## config.mk

```make
export PLATFORM = sky130hd
export DESIGN_NAME = bcd_to_bin_seq
export DESIGN_NICKNAME = d
export VERILOG_FILES = /design/src/rtl/bcd_pkg.sv /design/src/rtl/bcd_to_bin_seq_sub3_if_ge8.sv /design/src/rtl/bcd_to_bin_seq.sv
export SDC_FILE = /design/constraint.sdc
export NUM_CORES = 1
export LEC_CHECK = 0
export CAP_MARGIN = 20
export CORE_AREA = 3 3 78 88
export DETAILED_ROUTE_END_ITERATION = 6
export DIE_AREA = 0 0 81 91
export GPL_ROUTABILITY_DRIVEN = 0
export PLACE_DENSITY = 0.67
export SYNTH_ARGS = -nofsm -noshare
export SYNTH_HDL_FRONTEND = slang
export SYNTH_SLANG_ARGS = --single-unit
```

## constraint.sdc

```tcl
create_clock -name clk -period 1.9 [get_ports clk]
set_input_delay 0.19 -clock clk [delete_from_list [all_inputs] [get_ports clk]]
set_output_delay 0.19 -clock clk [all_outputs]
set_load 0.02 [all_outputs]
```

## src/rtl/bcd_pkg.sv

```systemverilog
// Shared encodings and constants for the BCD/binary conversion stages.
package bcd_pkg;

  typedef enum logic [1:0] {
    ST_IDLE  = 2'd0,
    ST_SHIFT = 2'd1,
    ST_DONE  = 2'd2
  } state_t;

  localparam logic [3:0] BCD_DIGIT_MAX = 4'd9;
  localparam logic [3:0] CORR          = 4'd3;

  function automatic logic digit_bad(input logic [3:0] d);
    return d > BCD_DIGIT_MAX;
  endfunction

endpackage

```

## src/rtl/bcd_to_bin_seq_sub3_if_ge8.sv

```systemverilog
// Digit correction cell: y = a-3 when a >= 8, else a; combinational, zero latency.
// No handshake; output follows input.
module sub3_if_ge8
  import bcd_pkg::*;
(
  input  logic [3:0] a,
  output logic [3:0] y
);

  // Subtraction as two's-complement addition of -3 (4'b1101), carry-out dropped.
  localparam logic [3:0] NEG_CORR = ~CORR + 4'd1;

  logic [3:0] sum;
  logic [3:0] carry;

  assign carry[0] = 1'b0;

  for (genvar i = 0; i < 4; i++) begin : g_fa
    assign sum[i] = a[i] ^ NEG_CORR[i] ^ carry[i];
    if (i < 3) begin : g_carry
      assign carry[i+1] = (a[i] & NEG_CORR[i]) | (carry[i] & (a[i] ^ NEG_CORR[i]));
    end
  end

  // a >= 8 is exactly the MSB being set.
  assign y = a[3] ? sum : a;

endmodule

```

## src/rtl/bcd_to_bin_seq.sv

```systemverilog
// Reverse double-dabble BCD-to-binary converter; done BIN_W+1 cycles after accept (1 on bad digit).
// start is taken only in IDLE; requests while busy are dropped, not queued.
module bcd_to_bin_seq
  import bcd_pkg::*;
#(
  parameter int DIGITS = 4,
  parameter int BIN_W  = 14
) (
  input  logic                  clk,
  input  logic                  rst_n,
  input  logic                  start,
  input  logic [DIGITS*4-1:0]   bcd_in,
  output logic                  busy,
  output logic                  done,
  output logic [BIN_W-1:0]      bin_out,
  output logic                  err
);

  localparam int BCD_W = DIGITS * 4;
  localparam int CNT_W = $clog2(BIN_W + 1);
  localparam logic [CNT_W-1:0] CNT_LAST = CNT_W'(BIN_W - 1);

  state_t             state;
  logic [BCD_W-1:0]   bcd_reg;
  logic [BIN_W-1:0]   bin_reg;
  logic [CNT_W-1:0]   cnt;

  logic [BCD_W-1:0]   bcd_sh;
  logic [BCD_W-1:0]   bcd_corr;
  logic [BIN_W-1:0]   bin_sh;
  logic               in_bad;

  assign {bcd_sh, bin_sh} = {bcd_reg, bin_reg} >> 1;

  for (genvar g = 0; g < DIGITS; g++) begin : g_digit
    sub3_if_ge8 u_sub3 (
      .a (bcd_sh[g*4 +: 4]),
      .y (bcd_corr[g*4 +: 4])
    );
  end

  always_comb begin
    in_bad = 1'b0;
    for (int i = 0; i < DIGITS; i++) begin
      if (digit_bad(bcd_in[i*4 +: 4])) in_bad = 1'b1;
    end
  end

  always_ff @(posedge clk or negedge rst_n) begin
    if (!rst_n) begin
      state   <= ST_IDLE;
      bcd_reg <= '0;
      bin_reg <= '0;
      cnt     <= '0;
      busy    <= 1'b0;
      done    <= 1'b0;
      bin_out <= '0;
      err     <= 1'b0;
    end else begin
      case (state)
        ST_IDLE: begin
          done <= 1'b0;
          if (start) begin
            bcd_reg <= bcd_in;
            bin_reg <= '0;
            cnt     <= '0;
            busy    <= 1'b1;
            if (in_bad) begin
              // Malformed input skips the shift loop and reports immediately.
              state   <= ST_DONE;
              done    <= 1'b1;
              bin_out <= '0;
              err     <= 1'b1;
            end else begin
              state <= ST_SHIFT;
            end
          end
        end

        ST_SHIFT: begin
          bcd_reg <= bcd_corr;
          bin_reg <= bin_sh;
          cnt     <= cnt + CNT_W'(1);
          if (cnt == CNT_LAST) begin
            state   <= ST_DONE;
            done    <= 1'b1;
            bin_out <= bin_sh;
            err     <= 1'b0;
          end
        end

        ST_DONE: begin
          state <= ST_IDLE;
          done  <= 1'b0;
          busy  <= 1'b0;
        end

        default: begin
          state <= ST_IDLE;
          done  <= 1'b0;
          busy  <= 1'b0;
        end
      endcase
    end
  end

endmodule
```

### Yosys cells after proc, flatten, opt, wreduce, memory -nomap -nowiden

Index checks and enable logic that the tools add are counted.

* register bits after elaboration: 53
* input port bits: 19
* output and inout port bits: 17
* word-level logic and storage cells: 83

* add/sub/neg operators: 1
* magnitude comparators: 4
* equal/unequal tests: 5
* mux-type cells: 31
* bitwise gates (word level): 28
* reductions and logical operators: 6

Operators by type and width (count)
* $mux 14: 4
* $pmux 14 s2: 2
* $pmux 16 s2: 1
* $gt 4x4->1 const B: 4
* $mux 16: 1
* $mux 4: 4
* $mux 1: 11
* $not 1->1: 10
* $xor 1x1->1: 9
* $pmux 4 s2: 1
* $and 1x1->1: 6
* $mux 2: 3
* $ne 2x2->1 const B: 3
* $pmux 1 s2: 3
* $reduce_and 2->1: 3
* $add 4x1->4 const B: 1
* $eq 4x4->1 const B: 1
* $pmux 2 s2: 1
* $reduce_and 4->1: 1
* $or 1x1->1: 3
* $eq 2x1->1 const B: 1
* $logic_not 2->1: 1
* $reduce_bool 2->1: 1

### Depth between registers and ports, before layout

Gate-level depths: netlist of run 1.

* word-level depth: 8
* gate-level depth with buffers: 7
* gate-level depth less buffers: 6

### Modules after synthesis

From an unflattened synthesis of run 1, not the netlist that was laid out.

* cells, all modules: 240
* area total of the unflattened synthesis: 2527.4 sq um

By module, submodules not included
* bcd_to_bin_seq: instances 1, cells an instance 208, area each 2237.1 sq um, sequential area each 1301.2 sq um
* sub3_if_ge8: instances 4, cells an instance 8, area each 72.6 sq um, sequential area each 0.0 sq um

### Least setup slack after synthesis of run 1

Ideal clock, no wire load.

* kind: register -> register
* start: register cnt[1]
* end: register bin_out[13]
* library setup time: 0.121 ns
* arrival: 1.289 ns
* data required time: 1.779 ns
* setup slack: 0.490 ns
* stages on the path, launching flop included: 8
* buffers on the path: 1
* period minus slack after synthesis: 1.410 ns
* cell sequence: dfrtp_1 inv_1 ha_1 nand3_2 o2bb2ai_4 o31ai_4 buf_6 a22o_1

* cells in the longest elaborated chain, start to end: 3

Ends and longest elaborated chain
* start, declared: line bcd_to_bin_seq.sv:26 `logic [CNT_W-1:0] cnt;`
* start signal, assigned: line bcd_to_bin_seq.sv:83 `cnt <= cnt + CNT_W'(1);`
* $eq 4x4->1: line bcd_to_bin_seq.sv:84 `if (cnt == CNT_LAST) begin`
* $ne 2x2->1 (no source line)
* $reduce_and 4->1 (no source line)
* end signal, assigned: line bcd_to_bin_seq.sv:87 `bin_out <= bin_sh;`
* end, declared: line bcd_to_bin_seq.sv:15 `output logic [BIN_W-1:0] bin_out,`

No other way between the ends.
A chain may end at the register's enable or synchronous reset.

### Worst setup path in the final report of run 1

* start: register cnt[1]
* end: register bin_out[9]

The elaborated chain is that of the path after synthesis.

==> results of run 1 <==
-- power by group through the flow --
stage | Clock (uW) | Sequential (uW) | Combinational (uW)
floorplan | 0 | 1510 | 680
global placement | 0 | 1550 | 929
detailed placement | 0 | 1560 | 965
CTS | 893 | 1540 | 966
global route | 936 | 1580 | 1090
finish | 872 | 1540 | 953
-- Yosys cell counts (all sizes together) (4+ instances only) --
master / instances / area (um2)
a22oi: 6 / 45.0
ha: 8 / 100
nor2: 7 / 26.3
dfrtp: 52 / 1300
a21oi: 10 / 50.1
nand2: 18 / 67.6
o22ai: 5 / 31.3
a22o: 27 / 244
o21ai: 20 / 104
buf: 12 / 87.6
inv: 15 / 56.3
xor2: 4 / 35.0
-- metal layers --
layer  routed length [um]  share of wire  GRT usage  up-vias
li1                     -              -          -      837
met1                 2320           0.47      0.196      855
met2                 2320           0.47      0.231       47
met3                  246          0.050     0.0278        6
met4                   47         0.0095     0.0592        0
met5                    0              0          0        -
-- critical path, stage by stage, from the launching register on --
cell and delay (ns):
dfrtp_1 0.41, inv_1 0.06, ha_1 0.15, nand3_2 0.10, buf_4 0.17, o2bb2ai_4 0.15
o31ai_4 0.10, buf_12 0.16, a22o_2 0.21
-- final cells by class --
cell class	instances	share of cell area
inverters	15	0.0188
repair buffers	48	0.152
multi-input cells	129	0.317
well taps	80	0.0335
clock buffers	5	0.0230
flip-flops and latches	52	0.435
clock inverters	2	0.0201
-- metrics by stage --
stage / hold WS [ns] / worst slack [ns] / util / instance area (um2) / power, uW
3_3_place_gp: 0.346 / 0.125 / 0.470 / 2860 / 2480
3_5_place_dp: 0.347 / 0.0714 / 0.470 / 2860 / 2520
6_report: -0.00728 / 0.287 / 0.492 / 2990 / 3370
4_1_cts: 0.0138 / 0.0481 / 0.491 / 2990 / 3400
2_1_floorplan: -0.106 / 0.490 / - / 2390 / 2190
5_1_grt: 0.0378 / 0.130 / 0.492 / 2990 / 3610
-- repair_timing --
item,CTS,global route
resized for setup,0,1
endpoints found under the setup margin,0,14
hold buffers,0,0
-- path summary, 6_finish.rpt --
path | startpoint | end | slack, ns | cells after the start
setup / recovery | cnt[1]$_DFFE_PN0P_ | bin_out[9]$_DFFE_PN0P_ | 0.29 | 8
hold / removal | rst_n | bin_reg[2]$_DFFE_PN0P_ | -0.007 | 2
setup reg to reg | cnt[1]$_DFFE_PN0P_ | bin_out[9]$_DFFE_PN0P_ | 0.29 | 8
hold reg to reg | bcd_reg[13]$_DFFE_PN0P_ | bcd_reg[13]$_DFFE_PN0P_ | 0.50 | 2
max in group asynchronous | rst_n | bcd_reg[3]$_DFFE_PN0P_ | 1.47 | 2
min in group clk | bcd_reg[13]$_DFFE_PN0P_ | bcd_reg[13]$_DFFE_PN0P_ | 0.50 | 2
-- logic make-up after synthesis --
| kind of cell | count (synthesis) | synth area share |
|---|---|---|
| compound gates | 76 | 0.238 |
| buf+inv | 28 | 0.0616 |
| flops | 52 | 0.543 |
| fa+ha+maj | 8 | 0.0418 |
| mux | 6 | 0.0266 |
| xor+xnor | 4 | 0.0146 |
| simple gates | 35 | 0.0737 |
==> flow_summary.yaml, run 1 <==
outcome:
  status: "finished, violations left"
  violations: "negative hold slack"
layout:
  post_route_cells_drive_above_1_share: 0.147
  final_cells: 331
  final_common_cell: "dfrtp_1"
  final_cell_mix: "dfrtp_1, clkdlybuf4s50_1, a22o_1"
  fill_cells: 586
  multi_input_area_um2: 948
  largest_reg_flops: 16
  final-seq-area_um2: 1300
  final_nets: 278
  area_growth_pct: 24.9
  diodes: 0
clock_network:
  cts_tree: "done"
  cts_buffers: 5
  cts_buffer_depth: 2
  cts_sinks: 52
  htree_levels: 2
  clock_latency_ns: 0.30
  clk_pin_slew_ns: 0.09
  post_cts_buffers: 0
  cts-root-buf: "clkbuf_8"
yosys:
  synthCells: 209
  synth_edf_count: 0
  synthArstFlopShare: 1.00
  ys_types: 33
  syn_area_um2: 2390
  post_synth.cell_area_avg_um2: 11.5
  yosysWarnings: 0
  ys_dominant_reg_cell: "dfrtp_1"
  seq_area_frac_synth: 0.543
  syn-num-nets: 236
  ys_ff_latch: 52
pwr:
  power.density_nw_per_um2: 1130
  power.switching_uw: 1080
  sw_frac_of_total: 0.321
  clockPowerShare: 0.259
  seq_power_share: 0.458
  ir_drop_v: 0.000628
  p_int_uw: 2280
  power_frac_comb: 0.283
  leakagePower_uw: 0.00135
place:
  io_buffers: 35
  dp_hpwl_mm: 3.45
  placed_cells: 324
global_routing:
  first_global_vias: 1757
  grt_max_degree: 53
  antenna_found_initial: 0
  grt_usage: 0.146
  grt_overflow: 0
  grt_pass1_wl_mm: 8.45
routing:
  ant_nets: 0
  drt_first_iter_violations: 122
  post_drt_wl_per_cell_um: 14.9
  routed_wl_mm: 4.94
  vias: 1745
  dr.pass1.iters: 4
  via_per_inst: 5.27
  drc: 0
sta:
  rsz0062_at_grt: "false"
  min_period_ns: 1.61
  timing.fmax_ghz: 0.620
  fin_crit_sh: 0.849
  slew_headroom: 0.561
  tightestPinTransition_ns: 0.658
  whs_ns: -0.00728
  hold_viol: 14
  setup_viol: 0
  fin_skew_ns: 0.00362
  setup_tns_ns: 0
  drv_slew: 0
floorplan:
  core_um2: 6080
  die_y_um: 91
  die_w_um: 81
  start_util: 0.394
  die_area_um2: 7370
  row_count: 30
  pin_count: 36
min_path:
  hp-class: "input pin to async pin"
critical_path:
  cp-end-kind: "flop"
  worstPathArrival_ns: 1.81
  worstPathRequired_ns: 2.10
  worstSetupPathType: "flop to flop"
  cp_max_fo: 17
  startpoint_type: "flop"
job:
  timing.max_cap.violations: 0
(Power assumes the default switching activity.)
==> inputs of run 2 (changes only) <==
--- a/config.mk
+++ b/config.mk
@@ -10,7 +10,7 @@
 export DETAILED_ROUTE_END_ITERATION = 6
 export DIE_AREA = 0 0 81 91
 export GPL_ROUTABILITY_DRIVEN = 0
-export PLACE_DENSITY = 0.67
+export PLACE_DENSITY = 0.69
 export SYNTH_ARGS = -nofsm -noshare
 export SYNTH_HDL_FRONTEND = slang
 export SYNTH_SLANG_ARGS = --single-unit
==> constraint.sdc (replaced) <==
create_clock -name clk -period 1.4 [get_ports clk]
set_input_delay 0.14 -clock clk [delete_from_list [all_inputs] [get_ports clk]]
set_output_delay 0.14 -clock clk [all_outputs]
set_load 0.02 [all_outputs]
==> run 2 against run 1 <==
Net effect: the run ends with negative setup slack left; first-iteration DRC count decreased by 27%; cell count increased by 8.8%; total power increased by 39%; highest routed layer unchanged.
==> flow_summary.yaml, run 2 (synthesis gave the netlist of run 1 again) <==
global_routing:
  grt_max_degree: 53
  grt_usage: 0.147
  grt_overflow: 0
  antenna_found_initial: 0
  grt_pass1_wl_mm: 8.52
  first_global_vias: 1824
critical_path:
  path_delay_family: "compound AO/OA/AOI/OAI gates"
  path_cells: "inv_2, ha_4, nand3_4, o2bb2ai_4, o31ai_4, buf_12, a22o_2"
  cp-end-kind: "flop"
  cpMaxStageDelayCell: "dfrtp_1"
  cp_num_buf_inv: 2
  worstSetupPathType: "flop to flop"
  slowest_delay_ns: 0.40
  r2r-start: "cnt[1]$_DFFE_PN0P_"
  worstPathRequired_ns: 1.62
  startpoint_type: "flop"
  worstPathArrival_ns: 1.62
  startpoint: "cnt[1]$_DFFE_PN0P_"
  cp_max_fo: 16
routing:
  routed_wl_mm: 5.17
  dr.pass1.iters: 4
  ant_nets: 0
  drc: 0
  vias: 1825
  drt_first_iter_violations: 89
  via_per_inst: 5.07
  post_drt_wl_per_cell_um: 14.4
sta:
  tightestPinTransition_ns: 0.277
  drv_slew: 0
  setup_viol: 2
  fin_ws_ns: -0.00367
  setup_tns_ns: -0.00412
  min_period_ns: 1.40
  fin_skew_ns: 0.00854
  fin_crit_sh: 1.00
  timing.fmax_ghz: 0.712
  hold_viol: 0
  slew_headroom: 0.815
  rsz0062_at_grt: "true"
pwr:
  power.density_nw_per_um2: 1440
  ir_drop_v: 0.000756
  leakagePower_uw: 0.00156
floorplan:
  core_um2: 6080
  die_w_um: 81
  row_count: 30
  start_util: 0.394
  die_area_um2: 7370
  die_y_um: 91
  pin_count: 36
min_path:
  hp-class: "input pin to async pin"
layout:
  final_area_um2: 3250
  final_cells: 360
  final_nets: 306
  post_route_cells_drive_above_1_share: 0.268
  final_common_cell: "dfrtp_1"
  fin_util: 0.534
  largest_reg_flops: 16
  diodes: 0
  final_cell_mix: "dfrtp_1, buf_4, a22o_1"
  area_growth_pct: 35.6
job:
  timing.max_cap.violations: 0
clock_network:
  clock_latency_ns: 0.32
  clk_pin_slew_ns: 0.10
  cts_buffer_depth: 2
  cts_sinks: 52
  htree_levels: 2
  cts-root-buf: "clkbuf_8"
  cts_tree: "done"
  cts_buffers: 5
place:
  pre_cts_ws_ns: -0.206
  placed_cells: 341
  io_buffers: 35
  place_area_um2: 3010
  dp_hpwl_mm: 3.56
outcome:
  status: "finished, violations left"
  violations: "negative setup slack"
## run 2: timing repair
| item | in CTS | in global routing |
|---|---|---|
| gates cloned | 0 | 1 |
| setup endpoints to repair | 31 | 34 |
| hold endpoints to repair | 52 | 0 |
| hold buffers | 1 | 0 |
| pin swaps | 1 | 2 |
| resized for setup | 17 | 19 |
| setup buffers | 2 | 7 |
## run 2: worst paths after layout
| kind | endpoint | slack [ns] | cells past startpoint |
|---|---|---|---|
| max | bin_out[10]$_DFFE_PN0P_ | -0.004 | 7 |
| min in group clk | bcd_reg[12]$_DFFE_PN0P_ | 0.48 | 3 |
| max reg2reg | bin_out[10]$_DFFE_PN0P_ | -0.004 | 7 |
| min | bin_reg[1]$_DFFE_PN0P_ | 0.35 | 3 |
| min reg2reg | bcd_reg[14]$_DFFE_PN0P_ | 0.49 | 2 |
| max in group asynchronous | state[0]$_DFFE_PN0P_ | 0.80 | 3 |
## run 2: tightest hold or removal path, stage by stage
cell and delay, ns:
dlygate4sd3_1 0.53, buf_2 0.12, buf_12 0.26
## run 2: metrics by stage
| step | total power [uW] | hold WS [ns] |
|---|---|---|
| after global routing | 5010 | 0.370 |
| after CTS | 4450 | 0.342 |
| after detailed placement | 3530 | 0.152 |
| after global placement | 3450 | 0.155 |
| final | 4660 | 0.346 |
| after floorplan | 2980 | -0.156 |
## run 2: routing by layer
layer | part of all wire | wire (um) | GRT usage | vias up
li1 | - | - | - | 897
met1 | 0.45 | 2330 | 0.190 | 869
met2 | 0.47 | 2450 | 0.236 | 47
met3 | 0.051 | 264 | 0.0407 | 12
met4 | 0.024 | 123 | 0.0493 | 0
met5 | 0 | 0 | 0 | -
## run 2: area by class of cell
| cell class | instances | area, um2 |
|---|---|---|
| clock inverter | 3 | 27.5 |
| multi-input combinational | 129 | 996 |
| tap | 80 | 100 |
| clock buffer | 5 | 68.8 |
| timing repair buffer | 76 | 697 |
| fill | 561 | 2830 |
| inverter | 15 | 56.3 |
| sequential | 52 | 1300 |
## run 2: where the power goes
group / total [uW] / leakage, uW / switching (uW) / internal (uW)
sequential: 2090 / 0.000679 / 299 / 1790
combinational: 1660 / 0.000830 / 800 / 861
clock: 914 / 0.0000463 / 546 / 368
total: 4660 / 0.00156 / 1650 / 3020
==> inputs of run 3 (changes only) <==
--- a/config.mk
+++ b/config.mk
@@ -11,6 +11,7 @@
 export DIE_AREA = 0 0 81 91
 export GPL_ROUTABILITY_DRIVEN = 0
 export PLACE_DENSITY = 0.69
+export REMOVE_ABC_BUFFERS = 1
 export SYNTH_ARGS = -nofsm -noshare
 export SYNTH_HDL_FRONTEND = slang
 export SYNTH_SLANG_ARGS = --single-unit
==> run 3 against run 2 <==
Net effect: the run still ends with negative setup slack left; count of clock-buffer cells in the layout stayed put; largest power group unchanged; sequential power barely moved; register-to-register slack hardly changed; via count hardly changed; highest routed layer unchanged; die area unchanged; largest cell class unchanged; first-iteration DRC count increased by 43%; setup slack worse by 0.015 ns; routed wire length decreased by 2.5%.
==> flow_summary.yaml, run 3 (synthesis gave the netlist of run 1 again) <==
routing:
  vias: 1824
  post_drt_wl_per_cell_um: 14.3
  drc: 0
  drt_first_iter_violations: 127
  via_per_inst: 5.15
  dr.pass1.iters: 4
  ant_nets: 0
  routed_wl_mm: 5.05
place:
  place_area_um2: 3020
  dp_hpwl_mm: 3.54
  io_buffers: 35
  pre_cts_ws_ns: -0.224
layout:
  final_common_cell: "dfrtp_1"
  final-seq-area_um2: 1300
  diodes: 0
  post_route_cells_drive_above_1_share: 0.230
  fin_util: 0.529
  area_growth_pct: 34.3
  final_cell_mix: "dfrtp_1, buf_4, a22o_1"
  final_nets: 301
  largest_reg_flops: 16
  final_area_um2: 3220
  fill_cells: 576
  multi_input_area_um2: 977
global_routing:
  grt_use_met1: 0.201
  first_global_vias: 1802
  grtUsageMet2: 0.227
  grt_max_degree: 53
  use_met3: 0.0337
  grt-busiest-layer: "met2"
  antenna_found_initial: 0
  grt_pass1_wl_mm: 8.43
  grt_usage: 0.144
  grt_overflow: 0
min_path:
  hp-class: "input pin to async pin"
sta:
  fin_crit_sh: 1.01
  fin_ws_ns: -0.0186
  drv_slew: 0
  min_period_ns: 1.42
  timing.fmax_ghz: 0.705
  slew_headroom: 0.815
  whs_ns: 0.361
  rsz0062_at_grt: "true"
  hold_viol: 0
  tightestPinTransition_ns: 0.277
  setup_viol: 6
  fin_skew_ns: 0.00546
pwr:
  power_frac_comb: 0.329
  power.switching_uw: 1530
  leakagePower_uw: 0.00155
  seq_power_share: 0.428
  power.density_nw_per_um2: 1510
  clockPowerShare: 0.243
  p_int_uw: 3320
  ir_drop_v: 0.000722
  sw_frac_of_total: 0.315
clock_network:
  clk_pin_slew_ns: 0.09
  cts_tree: "done"
  cts_buffers: 5
  htree_levels: 2
  clock_latency_ns: 0.30
  cts-root-buf: "clkbuf_8"
  cts_buffer_depth: 2
  cts_sinks: 52
critical_path:
  worstSetupPathType: "flop to flop"
  path_cells: "inv_2, ha_4, nand3_4, o2bb2ai_4, o31ai_4, buf_12, a22o_2"
  startpoint_type: "flop"
  cpMaxStageDelayCell: "dfrtp_1"
  worstPathArrival_ns: 1.61
  cp_max_fo: 17
  slowest_delay_ns: 0.40
  cp-end-kind: "flop"
  worstPathRequired_ns: 1.59
outcome:
  violations: "negative setup slack"
  status: "finished, violations left"
floorplan:
  pin_count: 36
  row_count: 30
  die_y_um: 91
  die_w_um: 81
  start_util: 0.394
  core_um2: 6080
  die_area_um2: 7370
job:
  timing.max_cap.violations: 0
-- run 3: layer usage --
layer	vias up	wire, um	part of all wire
li1	886	-	-
met1	897	2300	0.46
met4	0	44	0.0087
met3	5	232	0.046
met2	36	2470	0.49
met5	-	0	0
-- run 3: metrics by stage --
stage                     instances  setup TNS [ns]  total power, uW
after floorplan                 196          -13.69             2890
after global placement          341           -3.38             3480
after detailed placement        341           -4.17             3550
after CTS                       349          -0.193             4720
after global routing            354          -0.939             5200
final                           354         -0.0768             4850
-- run 3: layout make-up --
class | instances | share of cell area
multi-input combinational | 129 | 0.304
sequential | 52 | 0.405
inverter | 15 | 0.0175
tap | 80 | 0.0311
clock buffer | 5 | 0.0214
clock inverter | 2 | 0.0187
timing repair buffer | 71 | 0.202
-- run 3: worst max-delay path, delay by kind of cell (launching register included) --
kind	cells	cell delay (ns)
fa+ha+maj	1	0.13
compound gates	3	0.46
flops	1	0.40
buf+inv	2	0.23
simple gates	1	0.08
-- run 3: final timing paths --
path / start / to / slack [ns] / cells past startpoint
min reg2reg: bcd_reg[13]$_DFFE_PN0P_ / bcd_reg[13]$_DFFE_PN0P_ / 0.49 / 2
min: rst_n / bin_out[1]$_DFFE_PN0P_ / 0.36 / 3
max: cnt[1]$_DFFE_PN0P_ / bin_out[12]$_DFFE_PN0P_ / -0.02 / 7
min in group clk: bcd_in[0] / bcd_reg[0]$_DFFE_PN0P_ / 0.48 / 3
max reg2reg: cnt[1]$_DFFE_PN0P_ / bin_out[12]$_DFFE_PN0P_ / -0.02 / 7
max in group asynchronous: rst_n / state[1]$_DFFE_PN0P_ / 0.80 / 3
-- run 3: repair_timing --
item,in CTS,in global routing
hold endpoints to repair,52,0
cloned,0,0
setup endpoints to repair,30,29
pin swaps,1,1
gates resized for setup,16,11
hold buffers,1,0
setup buffers,0,5
-- run 3: power groups by stage --
stage / sequential, uW / clock [uW] / combinational (uW)
finish: 2080 / 1180 / 1590
global route: 2120 / 1270 / 1810
CTS: 2080 / 1210 / 1440
detailed placement: 2100 / 0 / 1450
global placement: 2090 / 0 / 1390
floorplan: 2090 / 0 / 802
